===== config.mk =====
export PLATFORM = sky130hd
export DESIGN_NAME = pipeline_hazard_ctrl
export DESIGN_NICKNAME = d
export VERILOG_FILES = /design/src/rtl/pipeline_hazard_ctrl.sv
export SDC_FILE = /design/constraint.sdc
export NUM_CORES = 1
export LEC_CHECK = 0
export BUFFER_PORTS_ARGS = -buffer_cell sky130_fd_sc_hd__buf_2
export CAP_MARGIN = 20
export CORE_UTILIZATION = 43
export DETAILED_ROUTE_END_ITERATION = 7
export PLACE_DENSITY = 0.64
export SYNTH_ARGS = -nofsm -noshare
export SYNTH_HDL_FRONTEND = slang
export SYNTH_SLANG_ARGS = --single-unit
export TNS_END_PERCENT = 5

===== constraint.sdc =====
create_clock -name clk -period 2.83 [get_ports clk]
set_clock_uncertainty 0.15 [all_clocks]
set_input_delay 0.7075 -clock clk [delete_from_list [all_inputs] [get_ports clk]]
set_output_delay 0.7075 -clock clk [all_outputs]
set_load 0.01 [all_outputs]

===== src/rtl/pipeline_hazard_ctrl.sv =====
// Stall/flush sequencer for the 5-stage pipeline: merges cache, jump-register,
// load-use and redirect requests into per-stage enables, runs the halt drain.
module pipeline_hazard_ctrl #(
  parameter int DRAIN_CYCLES = 3,
  parameter int CNT_W        = 16
) (
  input  logic             clk,
  input  logic             rst_n,
  input  logic             icache_stall,
  input  logic             dcache_stall,
  input  logic             stall_j,
  input  logic             stall_lu,
  input  logic             redirect,
  input  logic             halt,
  output logic             pc_en,
  output logic             ifid_en,
  output logic             ifid_flush,
  output logic             idex_en,
  output logic             idex_flush,
  output logic             exmem_en,
  output logic             memwb_en,
  output logic             done,
  output logic [CNT_W-1:0] mem_stall_cnt,
  output logic [CNT_W-1:0] haz_stall_cnt
);

  localparam int DCW = $clog2(DRAIN_CYCLES + 1);

  typedef enum logic [1:0] {
    RUN,
    DRAIN,
    HALTED
  } state_t;

  state_t         state;
  logic [DCW-1:0] drainCnt;
  logic           mem;
  logic           haz;

  assign mem = icache_stall | dcache_stall;
  assign haz = stall_j | stall_lu;

  always_comb begin
    // NOTE: every output gets a default first so no branch can infer a latch.
    pc_en      = 1'b0;
    ifid_en    = 1'b0;
    ifid_flush = 1'b0;
    idex_en    = 1'b0;
    idex_flush = 1'b0;
    exmem_en   = 1'b0;
    memwb_en   = 1'b0;
    case (state)
      RUN: begin
        if (mem) begin
          // whole pipe frozen
        end else if (haz) begin
          idex_en    = 1'b1;
          idex_flush = 1'b1;
          exmem_en   = 1'b1;
          memwb_en   = 1'b1;
        end else if (halt) begin
          idex_en  = 1'b1;
          exmem_en = 1'b1;
          memwb_en = 1'b1;
        end else begin
          pc_en      = 1'b1;
          ifid_en    = 1'b1;
          ifid_flush = redirect;
          idex_en    = 1'b1;
          exmem_en   = 1'b1;
          memwb_en   = 1'b1;
        end
      end
      DRAIN: begin
        // Front end stays frozen while bubbles push the halt out the back.
        if (!mem) begin
          idex_en    = 1'b1;
          idex_flush = 1'b1;
          exmem_en   = 1'b1;
          memwb_en   = 1'b1;
        end
      end
      default: begin
      end
    endcase
  end

  // NOTE: sequential state uses non-blocking assignments so all registers
  // update from the same pre-edge values.
  always_ff @(posedge clk or negedge rst_n) begin
    if (!rst_n) begin
      state         <= RUN;
      drainCnt      <= '0;
      done          <= 1'b0;
      mem_stall_cnt <= '0;
      haz_stall_cnt <= '0;
    end else begin
      case (state)
        RUN: begin
          if (!mem && !haz && halt) begin
            state    <= DRAIN;
            drainCnt <= DCW'(DRAIN_CYCLES);
          end
        end
        DRAIN: begin
          if (!mem) begin
            drainCnt <= drainCnt - 1'b1;
            if (drainCnt == DCW'(1)) begin
              state <= HALTED;
              done  <= 1'b1;
            end
          end
        end
        default: begin
        end
      endcase

      // Saturating performance counters; frozen once halted.
      if (state != HALTED && mem && mem_stall_cnt != '1)
        mem_stall_cnt <= mem_stall_cnt + 1'b1;
      if (state == RUN && haz && !mem && haz_stall_cnt != '1)
        haz_stall_cnt <= haz_stall_cnt + 1'b1;
    end
  end

endmodule


==> results.tsv <==
metric	value	unit
run status	completed	
DIE WIDTH	69.0	µm
Tmin final	2.61	ns
syn_nets	182	
post-route setup TNS	0	ns
Simple-Gate Fraction of Synth Area	0.284	
starting density of the core	0.465	
placed cell count	266	
critical path startpoint category	input port	
DR iter-0 viols	85	
TritonCTS clock tree	yes	
Min-Delay Path Depth	1	
Critical-path top delay cell	or3_4	
final WL	3910	µm
setup repair after global routing missed its margin	no	
total congestion overflow	0	
Mapped Cells	171	
Worst-Margin Slew	0.820	ns
count of pins over their slew limit	0	
critical path class	in2out	
largest net degree at the start of global routing	38	
H-tree Lvls	2	
Slew headroom	0.453	
Power, Total	1720	µW
TritonCTS Buffers	5	
vias in the first global route	1403	
crit-path max cell delay	0.39	ns
Compound-Gate Fraction of Synth Area	0.0448	
clock sinks	37	
final hold viol count	0	
final core occ	0.557	
Post-synth ARST share	1.00	
adder-cell area share of the yosys netlist	0.0195	
full die area	4760	µm²
clock power share	0.234	
worst reg2reg setup slack	0.67	ns
vias	1503	
post_cts resized	0	
Synth cell types	42	
leak pwr	0.00112	µW
post-synthesis xor/xnor area fraction	0.114	
PortBufs	47	
Crit Path Max Fanout	5	
cells along the critical path	buf_2, or3_4, inv_1, nand2_1, nor2_1, and2_1, buf_2	
reg2reg path depth	5	
Nets	234	
fin crit share	0.922	
WP data arrival	1.75	ns
insertion delay to the later sink of the worst-skew pair	0.30	ns
Power Density	747	nW/µm²
FF-to-FF Start	mem_stall_cnt[0]$_DFFE_PN0P_	
CTS root buf	clkbuf_8	
Hold EP	done$_DFFE_PN0P_	
Setup Fix Bufs, Post-CTS	0	
drt drc	0	
Max IR drop VDD	519	µV
main combinational cell family by area after synthesis	simple AND/OR/NAND/NOR gates	
Hold Path Class	reg2reg	
diode count	0	
ys flop type	dfrtp_1	
DP Area	2210	µm²
core area	4140	µm²
first-pass GRT wire length	6340	µm
GPL Wtd Cong	0.780	
Synth Register Bits	37	
Internal Power	1110	µW
most used cell, CP	buf_2	
drt first pass iters	4	
Sequential Power Share	0.479	
antenna violations before repair	0	
WL per Instance	14.3	µm
Max Clk Rate	0.383	GHz
DPL Wire Length	2800	µm
Area Overhead vs Synth	19.7	%
DRT antenna net count	0	
CTS Hold Bufs	0	
Clock Tree Buf Depth	2	
post-route design area	2310	µm²
fin cells	274	
CP Capture Type	primary output	
IO Pins	48	
area of the multi-input gates	957	µm²
Max Cap Viol	0	
Worst Min Path Start	done$_DFFE_PN0P_	
Net Sw Frac	0.355	
layout cells sized above 1	0.317	
Rows	23	
Mean Syn Cell Area	11.3	µm²
EDFF count, synth	0	
final setup fails	0	
Synth Warn #	0	
Fill cells	373	
combinational power share	0.287	
mux cell area share after synthesis	0.0350	
P_sw	612	µW
Die Y	69.0	µm
Seq/Total Area, Yosys	0.480	
vias per cell	5.49	
register area	926	µm²
reg2reg end	mem_stall_cnt[1]$_DFFE_PN0P_	
CTS clk-pin slew, worst paths	0.06	ns
CP Data Required Time	1.97	ns
cell area after synthesis	1930	µm²
Overall Global Routing Usage	0.186	
-- sequential cells by signal (all words and copies together), names as in the netlist --
signal / count
haz_stall_cnt: 16
mem_stall_cnt: 16
drainCnt: 2
state: 2
done: 1
-- worst max-delay path: cells and delay by family --
family	cells	cell delay [ns]
buf+inv	3	0.30
simple gates	4	0.74
-- worst max path at each step --
stage	depth (start not counted)	to	startpoint
after detailed placement	7	ifid_flush	dcache_stall
after floorplan	5	ifid_flush	dcache_stall
after global routing	7	ifid_flush	dcache_stall
after global placement	7	ifid_flush	dcache_stall
after CTS	7	ifid_flush	dcache_stall
final	7	ifid_flush	dcache_stall
-- cells in the mapped netlist (4+ instances only) --
library cell / instances / area, µm²
xor2_1: 14 / 123
nand3_1: 10 / 50.1
xnor2_1: 11 / 96.3
dfrtp_1: 37 / 926
nand2_1: 10 / 37.5
nand4_1: 12 / 75.1
nor2_1: 7 / 26.3
and3_1: 4 / 25.0
mux2_1: 5 / 56.3
nor3_1: 8 / 40.0
nor4_2: 6 / 75.1
-- power by group through the flow --
| stage | clock network [µW] | registers, µW | logic (µW) |
|---|---|---|---|
| finish | 403 | 825 | 495 |
| global route | 442 | 853 | 559 |
| CTS | 424 | 821 | 504 |
| detailed placement | 0 | 830 | 502 |
| global placement | 0 | 815 | 481 |
| floorplan | 0 | 847 | 277 |
-- stage by stage --
step	setup WS, ns	hold WS (ns)
after detailed placement	0.207	0.300
final	0.222	0.309
after global routing	0.157	0.350
after CTS	0.206	0.317
after global placement	0.283	0.294
after floorplan	0.177	0.262
-- routing by layer --
metal | global-route usage | up-vias | routed length, µm
met4 | 0.0765 | 0 | 68
met1 | 0.233 | 718 | 1730
met3 | 0.0658 | 6 | 184
met2 | 0.289 | 43 | 1920
li1 | - | 736 | -
met5 | 0 | - | 0
-- layout by cell type (no fill, tap or decap), drive strengths merged --
cell type   n
a21oi       3
a31oi       3
a41oi       1
and2        2
and3        4
and4        3
and4bb      1
buf        49
clkbuf      7
clkinv      1
dfrtp      37
ha          3
inv         3
mux2        6
nand2      10
nand2b      2
nand3      11
nand4      13
nand4b      1
nor2        8
nor2b       1
nor3        8
nor3b       2
nor4        8
nor4b       1
o2111ai     2
o21ai       2
o21bai      1
o22a        1
or2         1
or3         2
or4         1
or4b        1
xnor2      11
xor2       14
-- cell type report --
| type | instances | share of cell area |
|---|---|---|
| Clock buffer | 7 | 0.0417 |
| Clock inverter | 1 | 0.00217 |
| Inverter | 3 | 0.00488 |
| Multi-Input combinational cell | 127 | 0.415 |
| Sequential cell | 37 | 0.401 |
| Tap cell | 50 | 0.0271 |
| Timing Repair Buffer | 49 | 0.108 |
-- kinds of logic after synthesis --
kind of cell / Yosys count
buffers and inverters: 7
muxes: 6
xor gates and xnor gates: 25
and+or+nand+nor: 80
adders and majority gates: 3
DFF: 37
AOI/OAI and AO/OA: 13
Power figures use the tool's default switching activity.
